--- config.mk ---
export PLATFORM = sky130hd
export DESIGN_NAME = mem_access_unit
export DESIGN_NICKNAME = d
export VERILOG_FILES = /design/src/rtl/memacc_pkg.sv /design/src/rtl/mem_lane_align.sv /design/src/rtl/mem_access_unit.sv
export SDC_FILE = /design/constraint.sdc
export NUM_CORES = 1
export LEC_CHECK = 0
export ABC_AREA = 1
export CORE_MARGIN = 5
export CORE_UTILIZATION = 40
export DETAILED_ROUTE_END_ITERATION = 7
export DONT_BUFFER_PORTS = 1
export PLACE_DENSITY = 0.51
export RECOVER_POWER = 100
export SYNTH_ARGS = -nofsm -noshare
export SYNTH_HDL_FRONTEND = slang
export SYNTH_SLANG_ARGS = --single-unit
export TNS_END_PERCENT = 30
--- constraint.sdc ---
create_clock -name clk -period 5 [get_ports clk]
set_input_delay 0 -clock clk [delete_from_list [all_inputs] [get_ports clk]]
set_output_delay 0 -clock clk [all_outputs]
set_load 0.01 [all_outputs]
--- src/rtl/memacc_pkg.sv ---
// Shared definitions for the RV32I load/store front end: funct3 codes,
// FSM state encoding and the illegal-funct3 decode.
package memacc_pkg;

  localparam logic [2:0] F3_B  = 3'd0;
  localparam logic [2:0] F3_H  = 3'd1;
  localparam logic [2:0] F3_W  = 3'd2;
  localparam logic [2:0] F3_BU = 3'd4;
  localparam logic [2:0] F3_HU = 3'd5;

  localparam logic [2:0] ST_IDLE       = 3'd0;
  localparam logic [2:0] ST_RD_ISSUE   = 3'd1;
  localparam logic [2:0] ST_RD_CAPTURE = 3'd2;
  localparam logic [2:0] ST_WRITE      = 3'd3;
  localparam logic [2:0] ST_RESP       = 3'd4;

  // Stores only have B/H/W; loads additionally have BU/HU.
  function automatic logic f3_illegal(input logic is_store, input logic [2:0] f3);
    if (is_store) return (f3 > F3_W);
    return (f3 == 3'd3) || (f3[2:1] == 2'b11);
  endfunction

endpackage

--- src/rtl/mem_lane_align.sv ---
// Combinational lane steering: formats a load from a 32-bit row and merges
// sub-word store data into a row. Half/word lanes ignore the low address bits.
module mem_lane_align
  import memacc_pkg::*;
(
  input  logic [31:0] row,
  input  logic [1:0]  addr,
  input  logic [2:0]  funct3,
  input  logic [15:0] wdata,
  output logic [31:0] load_val,
  output logic [31:0] store_row
);

  logic [7:0]  byte_val;
  logic [15:0] half_val;
  logic [4:0]  byte_sh;
  logic [4:0]  half_sh;

  assign byte_sh  = {addr, 3'b000};
  assign half_sh  = {addr[1], 4'b0000};
  assign byte_val = 8'(row >> byte_sh);
  assign half_val = 16'(row >> half_sh);

  always_comb begin
    // NOTE: every output gets a default first so no path leaves it unassigned (no latch).
    load_val  = row;
    store_row = row;
    case (funct3[1:0])
      2'b00: begin
        load_val  = funct3[2] ? {24'b0, byte_val} : {{24{byte_val[7]}}, byte_val};
        store_row = (row & ~(32'h0000_00FF << byte_sh)) | ({24'b0, wdata[7:0]} << byte_sh);
      end
      2'b01: begin
        load_val  = funct3[2] ? {16'b0, half_val} : {{16{half_val[15]}}, half_val};
        store_row = (row & ~(32'h0000_FFFF << half_sh)) | ({16'b0, wdata} << half_sh);
      end
      default: ;
    endcase
  end

endmodule

--- src/rtl/mem_access_unit.sv ---
// Load/store front end for the 32-bit-row data storage (1-cycle read latency).
// Optional MEMACC_MISALIGN_TRAP_EN turns misaligned H/W accesses into errors.
module mem_access_unit
  import memacc_pkg::*;
#(
  parameter int ADDR_W = 32,
  parameter int DATA_W = 32
) (
  input  logic              clk,
  input  logic              rst,
  input  logic              reqValid,
  output logic              reqReady,
  input  logic              reqWrite,
  input  logic [2:0]        reqFunct3,
  input  logic [ADDR_W-1:0] reqAddr,
  input  logic [DATA_W-1:0] reqWData,
  output logic              respValid,
  output logic [DATA_W-1:0] respData,
  output logic              respErr,
  output logic [ADDR_W-1:0] memReadAddr,
  output logic              memReadEn,
  input  logic [DATA_W-1:0] memReadData,
  output logic [ADDR_W-1:0] memWriteAddr,
  output logic [DATA_W-1:0] memWriteData,
  output logic              memWriteEn
);

  logic [2:0]        state;
  logic              write_q;
  logic [2:0]        f3_q;
  logic [ADDR_W-1:0] addr_q;
  logic [15:0]       wdata_q;
  logic              err_q;
  logic [DATA_W-1:0] resp_data_q;
  logic [DATA_W-1:0] wrow_q;
  logic              req_err;
  logic [31:0]       load_val;
  logic [31:0]       store_row;

`ifdef MEMACC_MISALIGN_TRAP_EN
  assign req_err = f3_illegal(reqWrite, reqFunct3)
                 || ((reqFunct3[1:0] == 2'b01) && reqAddr[0])
                 || ((reqFunct3[1:0] == 2'b10) && (reqAddr[1:0] != 2'b00));
`else
  assign req_err = f3_illegal(reqWrite, reqFunct3);
`endif

  mem_lane_align u_align (
    .row       (memReadData),
    .addr      (addr_q[1:0]),
    .funct3    (f3_q),
    .wdata     (wdata_q),
    .load_val  (load_val),
    .store_row (store_row)
  );

  // NOTE: sequential state uses non-blocking assignments so every register samples pre-edge values.
  always_ff @(posedge clk or posedge rst) begin
    if (rst) begin
      state       <= ST_IDLE;
      write_q     <= 1'b0;
      f3_q        <= 3'd0;
      addr_q      <= '0;
      wdata_q     <= '0;
      err_q       <= 1'b0;
      resp_data_q <= '0;
      wrow_q      <= '0;
    end else begin
      case (state)
        ST_IDLE: if (reqValid) begin
          write_q     <= reqWrite;
          f3_q        <= reqFunct3;
          addr_q      <= reqAddr;
          wdata_q     <= reqWData[15:0];
          err_q       <= req_err;
          resp_data_q <= '0;
          wrow_q      <= reqWData;
          if (req_err)
            state <= ST_RESP;
          else if (reqWrite && reqFunct3 == F3_W)
            state <= ST_WRITE;
          else
            state <= ST_RD_ISSUE;
        end
        ST_RD_ISSUE: state <= ST_RD_CAPTURE;
        ST_RD_CAPTURE: begin
          if (write_q) begin
            wrow_q <= store_row;
            state  <= ST_WRITE;
          end else begin
            resp_data_q <= load_val;
            state       <= ST_RESP;
          end
        end
        ST_WRITE: state <= ST_RESP;
        default:  state <= ST_IDLE;
      endcase
    end
  end

  assign reqReady     = (state == ST_IDLE);
  assign memReadEn    = (state == ST_RD_ISSUE);
  assign memWriteEn   = (state == ST_WRITE);
  assign respValid    = (state == ST_RESP);
  assign respErr      = respValid && err_q;
  assign respData     = resp_data_q;
  assign memReadAddr  = {2'b00, addr_q[ADDR_W-1:2]};
  assign memWriteAddr = {2'b00, addr_q[ADDR_W-1:2]};
  assign memWriteData = wrow_q;

endmodule

# Word-level counts from Yosys, hierarchy flattened
# Index checks and enable logic that the tools add are counted.
[totals] input_bits=103 elab_cells=59 regBits=120
[classes] order_cmp=1 n_bitwise=6 shift=6 n_reduce_logical=9 n_eq_ne=11 mux=18
[op_table] operator="32-bit case mux with 2 select lines" n=4
[op_table] operator="32-bit two-way mux" n=6
[op_table] operator="32-bit bitwise AND" n=2
[op_table] operator="32-bit inverter" n=2
[op_table] operator="32-bit bitwise OR" n=2
[op_table] operator="16-bit by 5-bit << shifter with 32-bit output" n=1
[op_table] operator="16-bit by 5-bit << shifter with 32-bit output (first input constant)" n=1
[op_table] operator="8-bit by 5-bit << shifter with 32-bit output" n=1
[op_table] operator="8-bit by 5-bit << shifter with 32-bit output (first input constant)" n=1
[op_table] operator="32-bit by 5-bit right shift with 16-bit output" n=1
[op_table] operator="32-bit by 5-bit right shift with 8-bit output" n=1
[op_table] operator="3-bit by 2-bit == test with 1-bit output (second input constant)" n=4
[op_table] operator="3-bit case mux with 4 select lines" n=1
[op_table] operator="3-bit two-way mux" n=3
[op_table] operator="2-bit inequality test (second input constant)" n=3
[op_table] operator="3-bit AND reduction" n=2
[op_table] operator="3-bit by 1-bit == test with 1-bit output (second input constant)" n=1
[op_table] operator="3-bit == test (second input constant)" n=1
[op_table] operator="3-bit by 2-bit greater-than comparator with 1-bit output (second input constant)" n=1
[op_table] operator="3-bit zero test" n=1
[op_table] operator="1-bit two-way mux" n=3
[op_table] operator="2-bit by 1-bit == test with 1-bit output (second input constant)" n=1
[op_table] operator="2-bit == test (second input constant)" n=1
[op_table] operator="1-bit logical AND" n=2
[op_table] operator="other kinds (5)" n=5

# Logic depth before layout (Yosys ltp)
# Gate-level depths: netlist of the first run.
[depth] depth_word=7 mapped_depth=10

# Cells and area by module
# A second synthesis of the first run with hierarchy kept.
[hier_totals] cells_unflattened=1192 area_unflattened_um2=7958.9
[modules_own_cells] module="mem_access_unit" cells_per_inst=773 area_each_um2=5890.6 instances=1 seq_area_each_um2=3002.9
[modules_own_cells] module="mem_lane_align" cells_per_inst=419 area_each_um2=2068.2 instances=1 seq_area_each_um2=0.0

# Worst setup path before layout of the first run
# Ideal clock, no wire load.
[synth_path] kind="flip-flop to flip-flop" from="register state[0]" to="register wrow_q[0], in the netlist memWriteData[0]" period_less_slack_ns=1.337 t_required_ns=4.883 slack_ns=3.663 path_stages_with_launch=10 n_path_buf=1 t_arrival_ns=1.220 cell_sequence="dfrtp_1 > inv_2 > nand2_2 > nor2_4 > nand2_4 > nand2_4 > inv_2 > buf_2 > nand2_1 > nand2_1"
[synth_via] elab_chain_cells=3 elab_cells_between_ends=7 classes_between="eq/ne: 3; mux: 1; reduce/logical: 3"
[synth_lines] element="from (decl)" line="mem_access_unit.sv:28" rtl="logic [2:0] state;"
[synth_lines] element="from (signal assigned)" line="mem_access_unit.sv:60" rtl="state <= ST_IDLE;"
[synth_lines] element="from (signal assigned)" line="mem_access_unit.sv:79" rtl="state <= ST_RESP;"
[synth_lines] element="from (signal assigned)" line="mem_access_unit.sv:81" rtl="state <= ST_WRITE;"
[synth_lines] element="3-bit zero test *"
[synth_lines] element="net reqReady" line="mem_access_unit.sv:12" rtl="output logic reqReady,"
[synth_lines] element="2-bit inequality test (no line) or 2-bit nonzero test (tied branches)"
[synth_lines] element="3-bit AND reduction (no line)"
[synth_lines] element="to (signal assigned)" line="mem_access_unit.sv:77" rtl="wrow_q <= reqWData;"
[synth_lines] element="to (signal assigned)" line="mem_access_unit.sv:88" rtl="wrow_q <= store_row;"
[synth_lines] element="to (decl)" line="mem_access_unit.sv:35" rtl="logic [DATA_W-1:0] wrow_q;"
# Mark *: on every way through the listed nets, which the timed path passes. The rest lies on a longest branch.
# A chain may end at the register's enable or synchronous reset.

# Worst setup path in the final report of the first run
[layout_path] from="register state[0]" to="register wrow_q[4], in the netlist memWriteData[4]"
# The elaborated chain is that of the path after synthesis.

==> results of run 1 <==
[sequential cells by signal, indices dropped and copies added, names as in the netlist]
register      count
write_q           1
respData         32
state             3
memWriteData     32
err_q             1
wdata_q          16
f3_q              3
addr_q           32
[cells in the mapped netlist, drive strengths merged]
master | instances | share of area (%)
a21boi | 1 | 0.10
a21oi | 19 | 1.3
buf | 107 | 11
clkbuf | 10 | 0.51
clkinv | 1 | 0.050
conb | 1 | 0.050
dfrtp | 120 | 40
inv | 98 | 5.0
nand2 | 499 | 26
nand3 | 101 | 7.0
nand3b | 1 | 0.10
nand4 | 1 | 0.084
nor2 | 54 | 3.2
nor3 | 12 | 0.81
o211ai | 10 | 1.0
o21a | 1 | 0.10
o21ai | 40 | 2.7
or2 | 17 | 1.4
[repair_timing]
| item | 4_1_cts | 5_1_grt |
|---|---|---|
| hold buffers | 111 | 0 |
| hold endpoints to repair | 191 | 0 |
| gates resized for setup | 0 | 0 |
[worst min-delay path, stage by stage]
cell and delay, ns:
inv_1 0.03, nand2_1 0.05, o211ai_1 0.08, nand3_1 0.12, nand2_1 0.06, nand2_1 0.05
[worst paths after layout]
check	cells after the start	endpoint	slack, ns
max	8	memWriteData[4]	1.44
min	6	memWriteData[14]	0.0009
max reg2reg	8	memWriteData[4]	1.44
min reg2reg	2	wdata_q[15]	0.54
max in group asynchronous	3	wdata_q[2]	2.29
min in group asynchronous	2	addr_q[22]	0.98
[power groups by stage]
stage | logic (uW) | clock network (uW) | registers, uW
after floorplan | 2080 | 0 | 1740
after global placement | 1850 | 0 | 2090
after detailed placement | 1870 | 0 | 2090
after CTS | 1990 | 1230 | 2080
after global routing | 2270 | 1290 | 2140
final | 1990 | 1210 | 2070
[area by class of cell]
type | count | area share (%)
multi-input cells | 760 | 37.51
flip-flops and latches | 120 | 34.92
repair buffers | 115 | 13.26
clock buffers | 21 | 5.468
inverters | 99 | 4.363
well taps | 229 | 3.330
clock inverters | 8 | 1.149
[through the flow]
| stage | cell area [um2] | hold slack, ns | power (uW) | worst slack (ns) | util [%] |
|---|---|---|---|---|---|
| floorplan | 7443 | 0.1096 | 3813 | 1.814 | - |
| global placement | 6944 | 0.1115 | 3943 | 2.627 | 38.27 |
| detailed placement | 6944 | 0.1142 | 3953 | 2.603 | 38.27 |
| CTS | 8625 | 0.0009112 | 5299 | 2.071 | 47.52 |
| global route | 8603 | 0.04258 | 5686 | 1.065 | 47.41 |
| finish | 8603 | 0.0009071 | 5272 | 1.444 | 47.41 |
[cell families after synthesis]
logic type / count (synthesis) / share of synthesized area [%]
AO/OA/AOI/OAI: 71 / 5.185
buffers and inverters: 216 / 16.06
flip-flops: 120 / 40.40
other: 1 / 0.05046
AND/OR/NAND/NOR: 685 / 38.30
[layer usage]
metal	vias up	track usage (%)	part of all wire (%)
li1	3335	-	-
met1	3169	32.28	44
met2	285	34.27	45
met3	22	6.570	9.3
met4	0	5.080	1.4
met5	-	0	0
==> metrics.cfg, run 1 <==
[run_status]
status = finished, violations left
violations = max-capacitance violations, max-slew violations

[logic_synthesis]
synth-seq-cells = 120
synth.distinct_cells = 31
ys_warn_count = 0
yosysSeqAreaShare_pct = 40.40
syn_area_per_cell_um2 = 6.800
synth_area_mm2 = 0.007432
synthCells = 1093

[timing]
period_minus_slack_ns = 3.556
timing.fmax_mhz = 281.2
tns_ns = 0
final_hold_viol_count = 0
slew_violations = 130
min_period_over_period_pct = 71.13
fin_skew_ns = 0.009162
rsz0062_at_grt = false
slew_headroom_pct = -113.6
tightest_slew_ns = 3.186
setup_viol = 0

[die]
std_cell_rows = 49
ios = 236
initial_utilization_pct = 40.95
dieArea_mm2 = 0.02141
core_mm2 = 0.01815
fp.dieH_um = 146.3
die-width_um = 146.3

[setup_path]
cpPeakStageDelay_ns = 1.04
rr_startpoint = state[0]
cp_top_family = simple AND/OR/NAND/NOR gates
crit_chain = inv_1, nand2_1, nor2_1, nand2_4, nand2_1, inv_2, nand2_1, nand2_1
cp-startpoint = state[0]
cp_common_cell = nand2_1
required_ns = 5.29
cp-start-kind = flip-flop
crit_type = flip-flop to flip-flop
crit_buf_inv = 2
cp-end-kind = flip-flop
critPathSlowestCell = nand2_1
path_max_fanout = 53
arrival_ns = 3.85

[clocking]
cts_buffer_depth = 2
cts_tree = done
clock_latency_ns = 0.42
root_buffer = clkbuf_16
post-cts-setup-buffers = 0
cts.sinks = 120
numCtsBuffers = 17
h-tree-depth = 4
clk_pin_slew_ns = 0.05

[detailed_routing]
vias_per_cell = 5.038
antenna_left = 0
drt_first_pass_iters = 5
drt-total-wl_mm = 24.58
num_vias = 6811
wl_per_cell_um = 18.18
drt_iter0_drc = 645
drc_errors = 0

[grt]
grtUsageTotal_pct = 22.66
antenna_found_initial = 0
grt.overflow.total = 0
grt_first_pass_wirelength_mm = 38.20
grt_pass1_vias = 6472
grt_max_degree = 73

[power_and_ir_drop]
ir_worst_vdd_uv = 276.4
switching_share_pct = 47.23
power_frac_comb_pct = 37.8
pwr-share-seq_pct = 39.3
p_leak_uw = 0.004653
clkPwrFrac_pct = 22.9
power_density_mw_per_mm2 = 612.8
p_sw_uw = 2490
p_int_uw = 2782

[layout]
antennaDiodeCount = 0
area_growth_pct = 15.76
multi_input_area_mm2 = 0.003227
final_common_cell = nand2_1
drive_gt1_share_pct = 4.809
seq_area_mm2 = 0.003004
nNetsFinal = 1216
instances_no_fill = 1352
nFillCells = 1884
most-common-layout-cells = nand2_1 (495), dfrtp_1 (119), dlygate4sd3_1 (111)

[flow_run]
cap_violations = 2

[place]
place_congestion = 0.9205
dp.cells = 1212
hpwl_mm = 16.57
port_buffers = 0

[worst_hold_path]
hp-class = input port to flip-flop
hold_start = memReadData[14]

Note: power is estimated with default switching activity, not from simulation.
==> inputs of run 2 (changes only) <==
clock period = 3.4 ns   (was 5 ns; I/O delays follow)
==> metrics.cfg, run 2 (synthesized netlist as in run 1, its figures left out) <==
[run_status]
status = finished, violations left
violations = max-capacitance violations, max-slew violations

[detailed_routing]
vias_per_cell = 5.001
drt-total-wl_mm = 24.26
drt_iter0_drc = 591
drt_first_pass_iters = 5
drc_errors = 0
antenna_left = 0
num_vias = 6777
wl_per_cell_um = 17.90

[setup_path]
crit_end = memWriteData[29]
crit_buf_inv = 3
path_max_fanout = 53
cpPeakStageDelay_ns = 0.65
cp-startpoint = state[0]
cp-start-kind = flip-flop
crit_chain = inv_1, nand2_1, nor2_4, nand2_4, nand2_2, nand2_1, inv_1, nand2_1, dlygate4sd3_1, nand2_1
rr_startpoint = state[0]
cp_top_family = simple AND/OR/NAND/NOR gates
cp.depth = 10
critPathSlowestCell = nand2_2
r2r-end = memWriteData[29]
cp_common_cell = nand2_1
arrival_ns = 3.12
r2r_slack_ns = 0.63
cp-end-kind = flip-flop
worstRegToRegCells = 10
required_ns = 3.75
crit_type = flip-flop to flip-flop

[timing]
final_hold_viol_count = 0
tightest_slew_ns = 2.375
min_period_over_period_pct = 81.59
whs_ns = 0.02560
fin_skew_ns = 0.01247
timing.fmax_mhz = 360.5
slew_violations = 60
setup_viol = 0
rsz0062_at_grt = false
tns_ns = 0
slew_headroom_pct = -58.53
period_minus_slack_ns = 2.774

[layout]
final_common_cell = nand2_1
finalInstanceArea_mm2 = 0.008646
area_growth_pct = 16.33
nNetsFinal = 1217
final_util_pct = 47.64
instances_no_fill = 1355
nFillCells = 1867
most-common-layout-cells = nand2_1 (495), dfrtp_1 (119), dlygate4sd3_1 (109)
drive_gt1_share_pct = 5.156

[clocking]
cts_buffer_depth = 2
root_buffer = clkbuf_16
cts_tree = done
cts_resized = 0
numCtsBuffers = 17
h-tree-depth = 4
clock_latency_ns = 0.42
clk_pin_slew_ns = 0.06
cts.sinks = 120

[grt]
grt_use_met1_pct = 31.81
grt.overflow.total = 0
gr-usage-met3_pct = 6.972
grt_first_pass_wirelength_mm = 38.58
met2_usage_pct = 34.45
grtUsageTotal_pct = 22.94
grt_max_degree = 62
antenna_found_initial = 3
grt_pass1_vias = 6693
grt-busiest-layer = met2

[power_and_ir_drop]
p_sw_uw = 3641
ir_worst_vdd_uv = 368.9
pwr-share-seq_pct = 38.1
clkPwrFrac_pct = 23.3
power_density_mw_per_mm2 = 902.9
switching_share_pct = 46.64
p_int_uw = 4165
p_leak_uw = 0.004670
power_frac_comb_pct = 38.5

[die]
die-width_um = 146.3
dieArea_mm2 = 0.02141
std_cell_rows = 49
fp.dieH_um = 146.3
ios = 236
core_mm2 = 0.01815
initial_utilization_pct = 40.95

[flow_run]
cap_violations = 1

[place]
port_buffers = 0
hpwl_mm = 16.66
place_congestion = 0.9084
dp.cells = 1215
placed_area_mm2 = 0.006992

[worst_hold_path]
hp-class = input port to flip-flop
hold_start = memReadData[9]

-- run 2: cell count changes in the layout (fill, tap and decap cells not counted), moves of 2 or more --
cell / previous run / this run
nand2_2: 1 / 3
nand2_4: 3 / 1
buf_12: 0 / 2
dlygate4sd3_1: 111 / 109
-- run 2: metal layers --
| metal | vias up | routed length (um) |
|---|---|---|
| li1 | 3329 | - |
| met1 | 3125 | 10730 |
| met2 | 280 | 10810 |
| met3 | 39 | 2225 |
| met4 | 4 | 457 |
| met5 | - | 34 |
-- run 2: how the worst min path moves through the flow --
| stage | slack (ns) | depth (start not counted) | to |
|---|---|---|---|
| 2_1_floorplan | 0.11 | 2 | addr_q[10] |
| 3_3_place_gp | 0.07 | 1 | addr_q[22] |
| 3_5_place_dp | 0.07 | 1 | memWriteData[30] |
| 4_1_cts | 0.01 | 6 | memWriteData[9] |
| 5_1_grt | 0.05 | 6 | respData[10] |
| 6_report | 0.03 | 6 | memWriteData[9] |
-- run 2: power by group through the flow --
stage | Sequential, uW | Combinational (uW) | Clock [uW]
final | 2980 | 3010 | 1820
after global routing | 3080 | 3420 | 1940
after CTS | 2980 | 3000 | 1870
after detailed placement | 3000 | 2830 | 0
after global placement | 3000 | 2810 | 0
after floorplan | 2550 | 3050 | 0
-- run 2: through the flow --
stage / total power (uW) / worst slack, ns
after floorplan: 5607 / 0.2142
after global placement: 5812 / 1.064
after detailed placement: 5832 / 1.043
after CTS: 7855 / 0.8308
after global routing: 8439 / 0.3267
final: 7806 / 0.6260
-- run 2: worst register-to-register path, cell delays in order, from the launching register on --
cell	delay (ns)
dfrtp_1	0.38
inv_1	0.12
nand2_1	0.13
nor2_4	0.22
nand2_4	0.37
nand2_2	0.66
nand2_1	0.12
inv_1	0.08
nand2_1	0.04
dlygate4sd3_1	0.54
nand2_1	0.06
-- run 2: area by class of cell --
class	count	area, um2	share of cell area, %
Antenna cell	1	2.502	0.02894
Clock buffer	21	460.4	5.326
Clock inverter	9	125.1	1.447
Inverter	99	374.1	4.327
Multi-Input combinational cell	760	3224	37.29
Sequential cell	120	3004	34.75
Tap cell	229	286.5	3.314
Timing Repair Buffer	116	1169	13.52
-- run 2: timing repair --
item | 4_1_cts | 5_1_grt
hold buffers | 109 | 0
setup endpoints to repair | 0 | 0
endpoints found under the hold margin | 179 | 0
setup buffers | 0 | 0
